==> config.mk <==
export PLATFORM = sky130hd
export DESIGN_NAME = uart_tx_arbiter
export DESIGN_NICKNAME = d
export VERILOG_FILES = /design/src/rtl/uart_tx_arbiter.sv
export SDC_FILE = /design/constraint.sdc
export NUM_CORES = 1
export LEC_CHECK = 0
export CAP_MARGIN = 10
export CORE_MARGIN = 10
export CORE_UTILIZATION = 53
export CTS_BUF_LIST = sky130_fd_sc_hd__clkbuf_16
export DETAILED_ROUTE_END_ITERATION = 6
export PLACE_DENSITY = 0.85
export SYNTH_ARGS = -nofsm -noshare
export SYNTH_HDL_FRONTEND = slang
export SYNTH_SLANG_ARGS = --single-unit
==> constraint.sdc <==
create_clock -name clk -period 4.18 [get_ports clk]
set_input_delay 0.836 -clock clk [delete_from_list [all_inputs] [get_ports clk]]
set_output_delay 0.836 -clock clk [all_outputs]
set_load 0.1 [all_outputs]
==> src/rtl/uart_tx_arbiter.sv <==
// Two-port arbiter feeding a single UART TX core: frame-atomic grants with a
// hold-off timer and a per-grant burst limit that forces round-robin.
module uart_tx_arbiter #(
  parameter int HOLD_CYCLES = 8,
  parameter int MAX_BURST   = 64
) (
  input  logic       clk,
  input  logic       rst_n,
  input  logic       a_valid,
  input  logic [7:0] a_data,
  output logic       a_accept,
  input  logic       b_valid,
  input  logic [7:0] b_data,
  output logic       b_accept,
  output logic       tx_start,
  output logic [7:0] tx_data,
  input  logic       tx_busy,
  output logic [1:0] grant_o,
  output logic       arb_busy_o
);

  localparam int BW = $clog2(MAX_BURST + 1);
  localparam int HW = $clog2(HOLD_CYCLES + 1);

  typedef enum logic [2:0] {IDLE, LOAD, START, WAIT_HI, WAIT_LO, HOLD} state_t;

  state_t          state_reg, state_next;
  logic [1:0]      grant_reg, grant_next;
  logic            last_grant_reg, last_grant_next;   // 1 = port B
  logic [BW-1:0]   burst_cnt_reg, burst_cnt_next;
  logic [HW-1:0]   hold_cnt_reg, hold_cnt_next;
  logic            tx_start_reg;
  logic [7:0]      tx_data_reg, tx_data_next;

  logic [1:0]      valid_vec, accept_vec;
  logic            gnt_valid, oth_valid;
  logic [7:0]      gnt_data;

  assign valid_vec = {b_valid, a_valid};
  assign gnt_valid = |(grant_reg & valid_vec);
  assign oth_valid = |({grant_reg[0], grant_reg[1]} & valid_vec);
  assign gnt_data  = grant_reg[1] ? b_data : a_data;

  // Accept only ever fires for the granted port while loading its byte.
  for (genvar gi = 0; gi < 2; gi++) begin : g_accept
    assign accept_vec[gi] = (state_reg == LOAD) && grant_reg[gi] && valid_vec[gi];
  end

  always_comb begin
    state_next      = state_reg;
    grant_next      = grant_reg;
    last_grant_next = last_grant_reg;
    burst_cnt_next  = burst_cnt_reg;
    hold_cnt_next   = hold_cnt_reg;
    tx_data_next    = tx_data_reg;
    case (state_reg)
      IDLE: begin
        if (a_valid && b_valid) begin
          grant_next = last_grant_reg ? 2'b01 : 2'b10;
        end else if (a_valid) begin
          grant_next = 2'b01;
        end else if (b_valid) begin
          grant_next = 2'b10;
        end
        if (a_valid || b_valid) begin
          burst_cnt_next = '0;
          state_next     = LOAD;
        end
      end
      LOAD: begin
        tx_data_next    = gnt_data;
        burst_cnt_next  = burst_cnt_reg + BW'(1);
        last_grant_next = grant_reg[1];
        state_next      = START;
      end
      START: state_next = WAIT_HI;
      WAIT_HI: begin
        if (tx_busy) state_next = WAIT_LO;
      end
      WAIT_LO: begin
        if (!tx_busy) begin
          if (gnt_valid) begin
            state_next = LOAD;
            // Burst exhausted: restart the count, and hand over if the other side waits.
            if (burst_cnt_reg == BW'(MAX_BURST)) begin
              burst_cnt_next = '0;
              if (oth_valid) grant_next = {grant_reg[0], grant_reg[1]};
            end
          end else begin
            hold_cnt_next = '0;
            state_next    = HOLD;
          end
        end
      end
      HOLD: begin
        if (gnt_valid) begin
          state_next = LOAD;
        end else begin
          hold_cnt_next = hold_cnt_reg + HW'(1);
          if (hold_cnt_reg == HW'(HOLD_CYCLES - 1)) begin
            grant_next = 2'b00;
            state_next = IDLE;
          end
        end
      end
      default: state_next = IDLE;
    endcase
  end

  always_ff @(posedge clk or negedge rst_n) begin
    if (!rst_n) begin
      state_reg      <= IDLE;
      grant_reg      <= 2'b00;
      last_grant_reg <= 1'b1;
      burst_cnt_reg  <= '0;
      hold_cnt_reg   <= '0;
      tx_start_reg   <= 1'b0;
      tx_data_reg    <= 8'h00;
    end else begin
      state_reg      <= state_next;
      grant_reg      <= grant_next;
      last_grant_reg <= last_grant_next;
      burst_cnt_reg  <= burst_cnt_next;
      hold_cnt_reg   <= hold_cnt_next;
      tx_start_reg   <= (state_next == START);
      tx_data_reg    <= tx_data_next;
    end
  end

  assign a_accept   = accept_vec[0];
  assign b_accept   = accept_vec[1];
  assign tx_start   = tx_start_reg;
  assign tx_data    = tx_data_reg;
  assign grant_o    = grant_reg;
  assign arb_busy_o = (state_reg != IDLE);

endmodule

# == Word level (Yosys, flattened, before mapping) ==
# Cells that the tools add are included.
# W data, S select, Z words.
# totals
ff_bits,26
latchBits,0
ramBits,0
mem_bits_ro,0
input_bits,21
out_inout_bits,14
elab_cells,72
mem_count,0
# op_classes
add_sub_neg,2
multipliers,0
div,0
n_lt_le_gt_ge,0
n_eq_ne,17
n_shift,0
muxes,28
bitwise,2
reduce_logical,16
# ops
operator,n
$mux W7,4
$pmux W7 S3,1
$mux W2,10
$mux W3,6
$pmux W3 S6,1
$ne A2 B2 Y1 const B,8
$mux W4,3
$eq A3 B2 Y1 const B,3
$reduce_bool A3 Y1,3
$mux W8,1
$pmux W4 S2,1
$reduce_and A8 Y1,1
$add A7 B1 Y7 const B,1
$eq A7 B7 Y1 const B,1
$eq A3 B3 Y1 const B,2
$pmux W2 S3,1
$logic_and A1 B1 Y1,5
$reduce_and A5 Y1,1
$add A4 B1 Y4 const B,1
$and A2 B2 Y2,2
$eq A4 B3 Y1 const B,1
$ne A4 B4 Y1 const B,1
$reduce_and A4 Y1,1
$reduce_or A2 Y1,2
other kinds (4),4

# == Longest topological paths before layout ==
# logic_depth
depth_word,7
mapped_depth,7
depth_no_buf,7

# == Least setup slack after synthesis ==
# No wires, ideal clock.
# synth_timing
path_kind,reg2out
start,"register grant_reg[1], in the netlist grant_o[1]"
end,output b_accept
t_arrival_ns,2.626
required_ns,3.344
setup_slack_ns,0.718
stages_incl_launch_ff,4
path_buffers,1
cell_sequence,dfrtp_1 buf_2 nand2_1 nor2b_1
# synth_via
elab_chain_cells,2
# synth_lines
element,line_no,source
"start, declared",28,"logic [1:0] grant_reg, grant_next;"
"start signal, assigned",121,grant_reg <= grant_next;
$logic_and A1 B1 Y1 (2 in a row),46,assign accept_vec[gi] = (state_reg == LOAD) && grant_reg[gi] && valid_vec[gi];
"end, declared",14,"output logic b_accept,"
# Every way passes these cells.

# == Final worst setup path ==
# layout_timing
start,"register grant_reg[1], in the netlist grant_o[1]"
end,output grant_o[1]
# layout_rtl
element,line_no,source
"end, declared",18,"output logic [1:0] grant_o,"
# No word-level cell between the ends.

==> flow_summary.toml <==
[sta]
fin_worst_skew_ps = 0.986
final.min_clock_period_ps = 3140
max_freq_mhz = 319
hold_ws_ps = 530
slew_headroom_pct = 32.9
setup_viol = 0
post-route-period-util_pct = 75.1
finalSetupTns_ps = 0
rsz0062_at_grt = "no"
maxSlewViolCount = 0
tightestPinTransition_ps = 1000
hold_violations = 0

[detailed_routing]
post_drt_via_cell_ratio = 5.93
dr.pass1.iters = 4
met1Wirelength_um = 1610
vias = 1293
wl_met3_um = 337
dr_wl_met2_um = 1620
ant_nets = 0
drc_errors = 0
initialDrtViolationCount = 90
wl_um = 3620
wire_per_inst_um = 16.6
top_layer = "met4"

[place]
gp_congestion = 0.834
port_buffers = 34
dp_hpwl_um = 2660

[critical_path]
rr_startpoint = "grant_o[1]$_DFFE_PN0P_"
worstSetupPathType = "reg -> out"
cp_data_required_time_ps = 3340
cpMaxStageDelayCell = "clkdlybuf4s50_1"
crit_arrival_ps = 2300
worstPathCellList = "clkdlybuf4s50_1"
startpoint = "grant_o[1]$_DFFE_PN0P_"
crit_buf_inv = 1
end_kind = "primary output"
critPathTopFamily = "buffers and inverters"
critPathMaxStageDelay_ps = 1280
critPathMaxFanout = 16
crit_path_start_kind = "flop"

[final_layout]
seqCellArea_um2 = 652
n_antenna_cell = 0
multiInputGateArea_um2 = 802
layout.nets = 212
area.growth.synth_to_final_pct = 28.3
drive_gt1_share_pct = 10.2
fillCellCount = 198
final_common_cell = "clkdlybuf4s50_1"
largest_reg_flops = 8
final_cell_mix = "clkdlybuf4s50_1 (31), dfrtp_1 (25), nor2_1 (18)"

[yosys]
syn_avg_cell_area_um2 = 9.72
syn-cell-area_mm2 = 0.00152
ys_warn_count = 0
ys_types = 41
synth-edff-count = 0
syn_nets = 180
yosysSeqAreaShare_pct = 43.0
postSynthCellCount = 156
synth-main-ff-cell = "dfrtp_1"
ys_ff_latch = 26
postSynth.asyncResetShare_pct = 100

[clock_tree]
cts_hold_buf = 0
clockBufferDepth = 2
cts_root_buffer = "clkbuf_16"
cts_buffers = 3
post_cts_buffers = 0
clk_pin_slew_ps = 60
clkSinkCount = 26
cts_resized = 0
cts_tree = "built"
insertion_delay_ps = 260
cts_htree_levels = 1

[floorplanning]
initial_core_util_pct = 55.0
num_rows = 19
die_x_um = 73.5
core_region_area_mm2 = 0.00276
die_h_um = 73.5
die-area_mm2 = 0.00540
pin_count = 35

[run_status]
status = "completed"

[global_route]
track_usage_pct = 14.5
antenna_found_initial = 0
gr-total-overflow = 0
first_global_vias = 1357
grt_pass1_wl_um = 6310
grt_max_degree = 31

[hold_path]
hp-start = "tx_data[7]$_DFFE_PN0P_"
hold_path.class = "reg -> reg"

[flow_run]
max-cap-violations = 0
## stage by stage
stage	setup WS [ps]	std cells	instance area, um2	utilization, %
after floorplan	718	156	1520	-
after global placement	1340	214	1870	67.7
after detailed placement	1270	214	1870	67.7
after CTS	1020	218	1950	70.6
after global routing	891	218	1950	70.6
final	1040	218	1950	70.6
## cell families after synthesis
| kind of cell | after synthesis | share of synthesized area [%] |
|---|---|---|
| AND/OR/NAND/NOR | 52 | 19.1 |
| adder cells (fa/ha/maj) | 3 | 2.48 |
| flip-flops | 26 | 43.0 |
| buffers and inverters | 16 | 4.13 |
| AO/OA/AOI/OAI | 43 | 20.3 |
| multiplexers | 16 | 11.1 |
## path summary, 6_finish.rpt
path	cells after the start	slack, ps	end
max	1	1040	grant_o[1]
min	2	530	tx_data[7]$_DFFE_PN0P_
max reg2reg	5	1900	grant_o[1]$_DFFE_PN0P_
min reg2reg	2	530	tx_data[7]$_DFFE_PN0P_
max in group asynchronous	2	2940	last_grant_reg$_DFFE_PN1P_
min in group asynchronous	2	930	state_reg[1]$_DFF_PN0_
## per-layer routing
metal | track usage (%) | vias to the layer above
li1 | - | 627
met1 | 17.3 | 623
met2 | 22.8 | 38
met3 | 6.19 | 5
met4 | 5.18 | 0
met5 | 0 | -
## Yosys cell counts (4+ instances only)
master    number  share of area [%]
a21oi_1       12                4.0
a22o_1         9                5.2
clkbuf_1       7                1.7
dfrtp_1       25                 41
inv_1          7                1.7
mux2_2         4                3.0
mux2i_1       10                6.6
nand2_1       11                2.7
nand2b_1       4                1.6
nand3_1        4                1.3
nor2_1        18                4.5
o21ai_0        7                2.3
## worst register-to-register path: cells and delay by family, from the launching register on
family | cells | cell delay (ps)
flops | 1 | 750
mux | 1 | 360
simple gates | 2 | 670
compound gates | 2 | 390
## area by class of cell
cell class / instances / area share (%)
multi-input cells: 114 / 41.2
clock inverters: 1 / 0.193
well taps: 31 / 1.99
flip-flops and latches: 26 / 33.5
repair buffers: 36 / 17.9
clock buffers: 3 / 3.86
inverters: 7 / 1.35
Power is left out: the tool's default activity adds up to more than one toggle a clock period on the data nets, which glitch-free logic cannot reach.
